**src/rtl/sram_arbiter.sv**
```systemverilog
// Round-robin arbiter that shares one SRAM controller between the instruction-fetch
// and memory-stage requesters, one transaction at a time.
module sram_arbiter (
  input  logic        clk,
  input  logic        rst,
  input  logic        i_read_en,
  input  logic [31:0] i_addr,
  output logic [63:0] i_rdata,
  output logic        i_ready,
  input  logic        m_read_en,
  input  logic        m_write_en,
  input  logic [31:0] m_addr,
  input  logic [31:0] m_wdata,
  output logic [63:0] m_rdata,
  output logic        m_ready,
  output logic        sram_read_en,
  output logic        sram_write_en,
  output logic [31:0] sram_addr,
  output logic [31:0] sram_write_data,
  input  logic [63:0] sram_read_data,
  input  logic        sram_ready,
  output logic [15:0] conflict_cnt
);

  typedef enum logic [1:0] {
    IDLE    = 2'd0,
    SERVE_I = 2'd1,
    SERVE_M = 2'd2
  } state_t;

  state_t state;
  logic   last_m;
  logic   i_req;
  logic   m_req;

  assign i_req = i_read_en;
  assign m_req = m_read_en | m_write_en;

  // Arbitration FSM; the SRAM command is latched at grant and held until completion.
  always_ff @(posedge clk) begin
    if (!rst) begin
      state           <= IDLE;
      last_m          <= 1'b0;
      sram_read_en    <= 1'b0;
      sram_write_en   <= 1'b0;
      sram_addr       <= 32'h0;
      sram_write_data <= 32'h0;
      conflict_cnt    <= 16'h0;
    end else begin
      case (state)
        IDLE: begin
          if (i_req && m_req && (conflict_cnt != 16'hFFFF)) begin
            conflict_cnt <= conflict_cnt + 16'd1;
          end
          // On a tie, memory wins unless it was the previous owner.
          if (m_req && (!i_req || !last_m)) begin
            state           <= SERVE_M;
            last_m          <= 1'b1;
            sram_read_en    <= ~m_write_en;
            sram_write_en   <= m_write_en;
            sram_addr       <= m_addr;
            sram_write_data <= m_wdata;
          end else if (i_req) begin
            state           <= SERVE_I;
            last_m          <= 1'b0;
            sram_read_en    <= 1'b1;
            sram_write_en   <= 1'b0;
            sram_addr       <= i_addr;
            sram_write_data <= 32'h0;
          end else begin
            state <= IDLE;
          end
        end
        SERVE_I, SERVE_M: begin
          if (sram_ready) begin
            state           <= IDLE;
            sram_read_en    <= 1'b0;
            sram_write_en   <= 1'b0;
            sram_addr       <= 32'h0;
            sram_write_data <= 32'h0;
          end else begin
            state <= state;
          end
        end
        default: begin
          state           <= IDLE;
          sram_read_en    <= 1'b0;
          sram_write_en   <= 1'b0;
          sram_addr       <= 32'h0;
          sram_write_data <= 32'h0;
        end
      endcase
    end
  end

  // Completion is steered to the owner in the same cycle; a reset cycle suppresses it.
  always_comb begin
    i_ready = 1'b0;
    m_ready = 1'b0;
    i_rdata = 64'h0;
    m_rdata = 64'h0;
    if (rst && sram_ready && (state == SERVE_I)) begin
      i_ready = 1'b1;
      i_rdata = sram_read_data;
    end else if (rst && sram_ready && (state == SERVE_M)) begin
      m_ready = 1'b1;
      m_rdata = sram_read_data;
    end else begin
      i_ready = 1'b0;
      m_ready = 1'b0;
    end
  end

endmodule

```
**config.mk**
```make
export PLATFORM = sky130hd
export DESIGN_NAME = sram_arbiter
export DESIGN_NICKNAME = d
export VERILOG_FILES = /design/src/rtl/sram_arbiter.sv
export SDC_FILE = /design/constraint.sdc
export NUM_CORES = 1
export LEC_CHECK = 0
export CAP_MARGIN = 20
export CORE_AREA = 2 2 147 149
export CTS_CLUSTER_SIZE = 10
export DETAILED_ROUTE_END_ITERATION = 10
export DIE_AREA = 0 0 149 151
export GPL_ROUTABILITY_DRIVEN = 1
export GPL_TIMING_DRIVEN = 1
export PLACE_DENSITY = 0.57
export SYNTH_ARGS = -nofsm -noshare
export SYNTH_HDL_FRONTEND = slang
export SYNTH_SLANG_ARGS = --single-unit
```
**constraint.sdc**
```tcl
create_clock -name clk -period 2.6 [get_ports clk]
set_clock_uncertainty 0.1 [all_clocks]
set_input_delay 0.26 -clock clk [delete_from_list [all_inputs] [get_ports clk]]
set_output_delay 0.26 -clock clk [all_outputs]
set_load 0.05 [all_outputs]
```
==> metrics.md <==
| Metric | Value |
|---|---|
| Power per cell area | `449 mW/mm²` |
| Synth top cells by count | `128 x and2_1, 85 x dfxtp_1, 67 x nor2_1` |
| CP Capture Type | `primary output` |
| Worst Hold End | `sram_write_en` |
| Maximum number of pins on one net before global-route repair | `73` |
| Vias in the first global route | `approximately 5000` |
| Crit path buffers/inverters | `3` |
| Routed wire per std cell | `around 19 µm` |
| Post-DP HPWL | `~19000 µm` |
| H-tree depth | `3` |
| Worst-path fanout max | `between 60 and 70` |
| GRT Residual Overflow | `0` |
| Req. time, crit path | `around 2.2 ns` |
| Stages on worst setup path | `6` |
| Cell mode on critical path | `buf_12` |
| Setup WS post-layout | `0.325 ns` |
| Port Buffers | `between 300 and 400` |
| Hold wc startpoint | `sram_write_en` |
| Initial core utilization | `21.5%` |
| Width of the die | `between 100 and 150 µm` |
| Area share of the largest cell type after synthesis | `38.0%` |
| Area delta synth->final | `129%` |
| WP data arrival | `about 1.9 ns` |
| Hold Crit Class | `register to register` |
| Final Max Slew Viols | `0` |
| FFs w/ async S/R, synth | `0%` |
| Post-route cell area | `approximately 0.010 mm²` |
| NumNets Final | `around 1100` |
| Sum of negative setup slack | `0 ns` |
| DR vias | `5200` |
| Predominant post-synthesis flop cell | `dfxtp_1` |
| Worst r2r src | `state[0]` |
| Reg2reg path depth | `6` |
| DRT iter0 DRCs | `240` |
| GPL Wtd Cong | `0.843` |
| Final period util | `87.5%` |
| Leakage | `around 4.0 nW` |
| Top Family by Delay on Critical Path | `simple AND/OR/NAND/NOR gates` |
| Min cycle time layout | `2.27 ns` |
| Pre-CTS WS | `around 0.37 ns` |
| RSZ-0062 raised after global routing | `no` |
| Register bit total from synthesis | `85` |
| Post-synth EDFFs | `0` |
| Syn Inst Count | `529` |
| Clock root buffer | `clkbuf_16` |
| Least-Margin Pin Slew | `about 0.6 ns` |
| R2r endpoint | `conflict_cnt[14]` |
| Initial antenna violation count | `2` |
| Drt first pass iters | `4` |
| Hold Buf Count CTS | `0` |
| Status | `completed` |
| R2R Setup Slk | `between 0.4 and 0.5 ns` |
| Site Rows | `53` |
| Detail Route Antenna Nets | `0` |
| CTS tree | `yes` |
| Clock Pin Slew Worst Setup and Hold Paths | `0.07 ns` |
| Worst vdd ir | `0.334 mV` |
| Syn Std Cell Area | `roughly 0.0045 mm²` |
| CP startpoint kind | `register` |
| Critical setup path kind | `register to primary output` |
| Maximum clock rate | `around 440 MHz` |
| Slowest stage delay, CP | `0.36 ns` |
| Seq/Total Area, Yosys | `about 38%` |
| Total Wirelength | `about 23000 µm` |
| Core Box Area | `around 0.021 mm²` |
| First-pass GRT wire length | `31700 µm` |
| Io pins | `between 300 and 400` |
| Final hold vios | `0` |
| Num CTS Buffers | `9` |
| Crit-path cells | `inv_1, ha_1, and4b_2, buf_12, and2_1, buf_12` |
| Count leader, synth | `and2_1` |
| Final setup vio count | `0` |
| Residual DRC | `0` |
| Clock buffer depth | `2` |
| Vias per cell | `4.45` |
| GRT Overall Usage | `a little under a fifth` |
| Avg Cell Area, Syn | `about 8.5 µm²` |
| Worst-skew pair later-pin latency | `0.34 ns` |
| Die Height | `around 150 µm` |
| Share of cells above drive strength 1 | `around a fifth` |
| Die area | `approximately 0.022 mm²` |
| Syn Nets | `699` |
| Hold depth | `2` |
| Placed Area | `0.00996 mm²` |
| Synth unique cells | `37` |
| Crit path max-delay cell type | `dfxtp_1` |
| Post-CTS Setup Inserts | `0` |
| Synth area leaders | `dfxtp_1 38%, and2_1 18%, mux2i_1 8.0%, a2bb2oi_1 6.3%, nor2_1 5.6%` |
| Clock Sinks | `85` |
| Yosys warns | `0` |
| Max-Cap Viols | `0` |
| Cell taking the most area after synthesis | `dfxtp_1` |
| Post-cts resize count | `0` |
| Max-slew headroom | `between 60% and 70%` |
-- cells in the final DEF, fill, tap and decap left out, drive strengths merged, types with 4 or more instances in the layout --
master / n
a21oi: 14
a22oi: 33
a2bb2oi: 33
and2: 128
buf: 147
clkbuf: 9
clkdlybuf4s50: 247
dfxtp: 85
ha: 4
inv: 8
mux2i: 36
nand2: 16
nand4: 10
nor2: 67
nor4: 4
o31ai: 7
or3: 5
or4: 11
-- kinds of logic (layout without fill, tap and decap cells) --
| kind of cell | count (synthesis) | in the layout | share of synthesized area, % |
|---|---|---|---|
| multiplexers | 36 | 36 | 8.04 |
| other | 0 | 1 | 0 |
| flip-flops | 85 | 85 | 38.0 |
| AO/OA/AOI/OAI | 99 | 99 | 16.9 |
| adder cells (fa/ha/maj) | 4 | 4 | 1.12 |
| buffers and inverters | 52 | 416 | 4.72 |
| AND/OR/NAND/NOR | 253 | 253 | 31.2 |
-- tightest hold or removal path, cell delays in order, from the launching register on --
cell	delay, ns
dfxtp_1	0.31
nand2_1	0.05
a21oi_1	0.05
-- worst max path at each step --
stage	slack (ns)	to	start
global route	0.20	m_rdata[44]	state[1]
finish	0.33	m_rdata[44]	state[1]
CTS	0.31	m_rdata[52]	state[1]
global placement	0.39	conflict_cnt[15]	m_write_en
floorplan	0.24	conflict_cnt[7]	conflict_cnt[0]
detailed placement	0.37	conflict_cnt[11]	m_write_en
-- sequential cells by signal, summed over array words and instances, names as in the netlist --
name and cells:
sram_write_en 1, sram_addr 32, state 2, conflict_cnt 16
sram_read_en 1, sram_write_data 32, last_m 1
-- per-stage QoR --
step / hold slack (ns) / cells / power, mW / utilization, %
after CTS: 0.364 / 1168 / 4.66 / 49.3
after floorplan: 0.308 / 529 / 2.50 / -
final: 0.363 / 1169 / 4.61 / 49.3
after detailed placement: 0.355 / 1153 / 3.35 / 47.8
after global routing: 0.385 / 1168 / 4.81 / 49.3
after global placement: 0.341 / 1153 / 3.33 / 47.8
-- power by group --
group	total [mW]	leakage [nW]	internal [mW]	switching (mW)
registers	1.49	0.697	1.42	0.0669
clock network	1.30	0.140	0.749	0.548
logic	1.82	3.21	0.804	1.02
-- layer usage --
metal  share of wire (%)  track usage [%]  vias up
li1                    -                -     2560
met1                  36             20.6     2386
met2                  53             34.3      230
met3                 8.7             6.30       22
met4                 2.4             6.29        2
met5               0.044                0        -
-- final cells by class --
class                      count  area (µm²)
antenna                        1        2.50
clock buffer                   9         225
clock inverter                 6        73.8
fill                        1935       10600
inverter                       7        26.3
multi-input combinational    392        2610
sequential                    85        1700
tap                          275         344
timing repair buffer         394        5280
(Power assumes the default switching activity.)
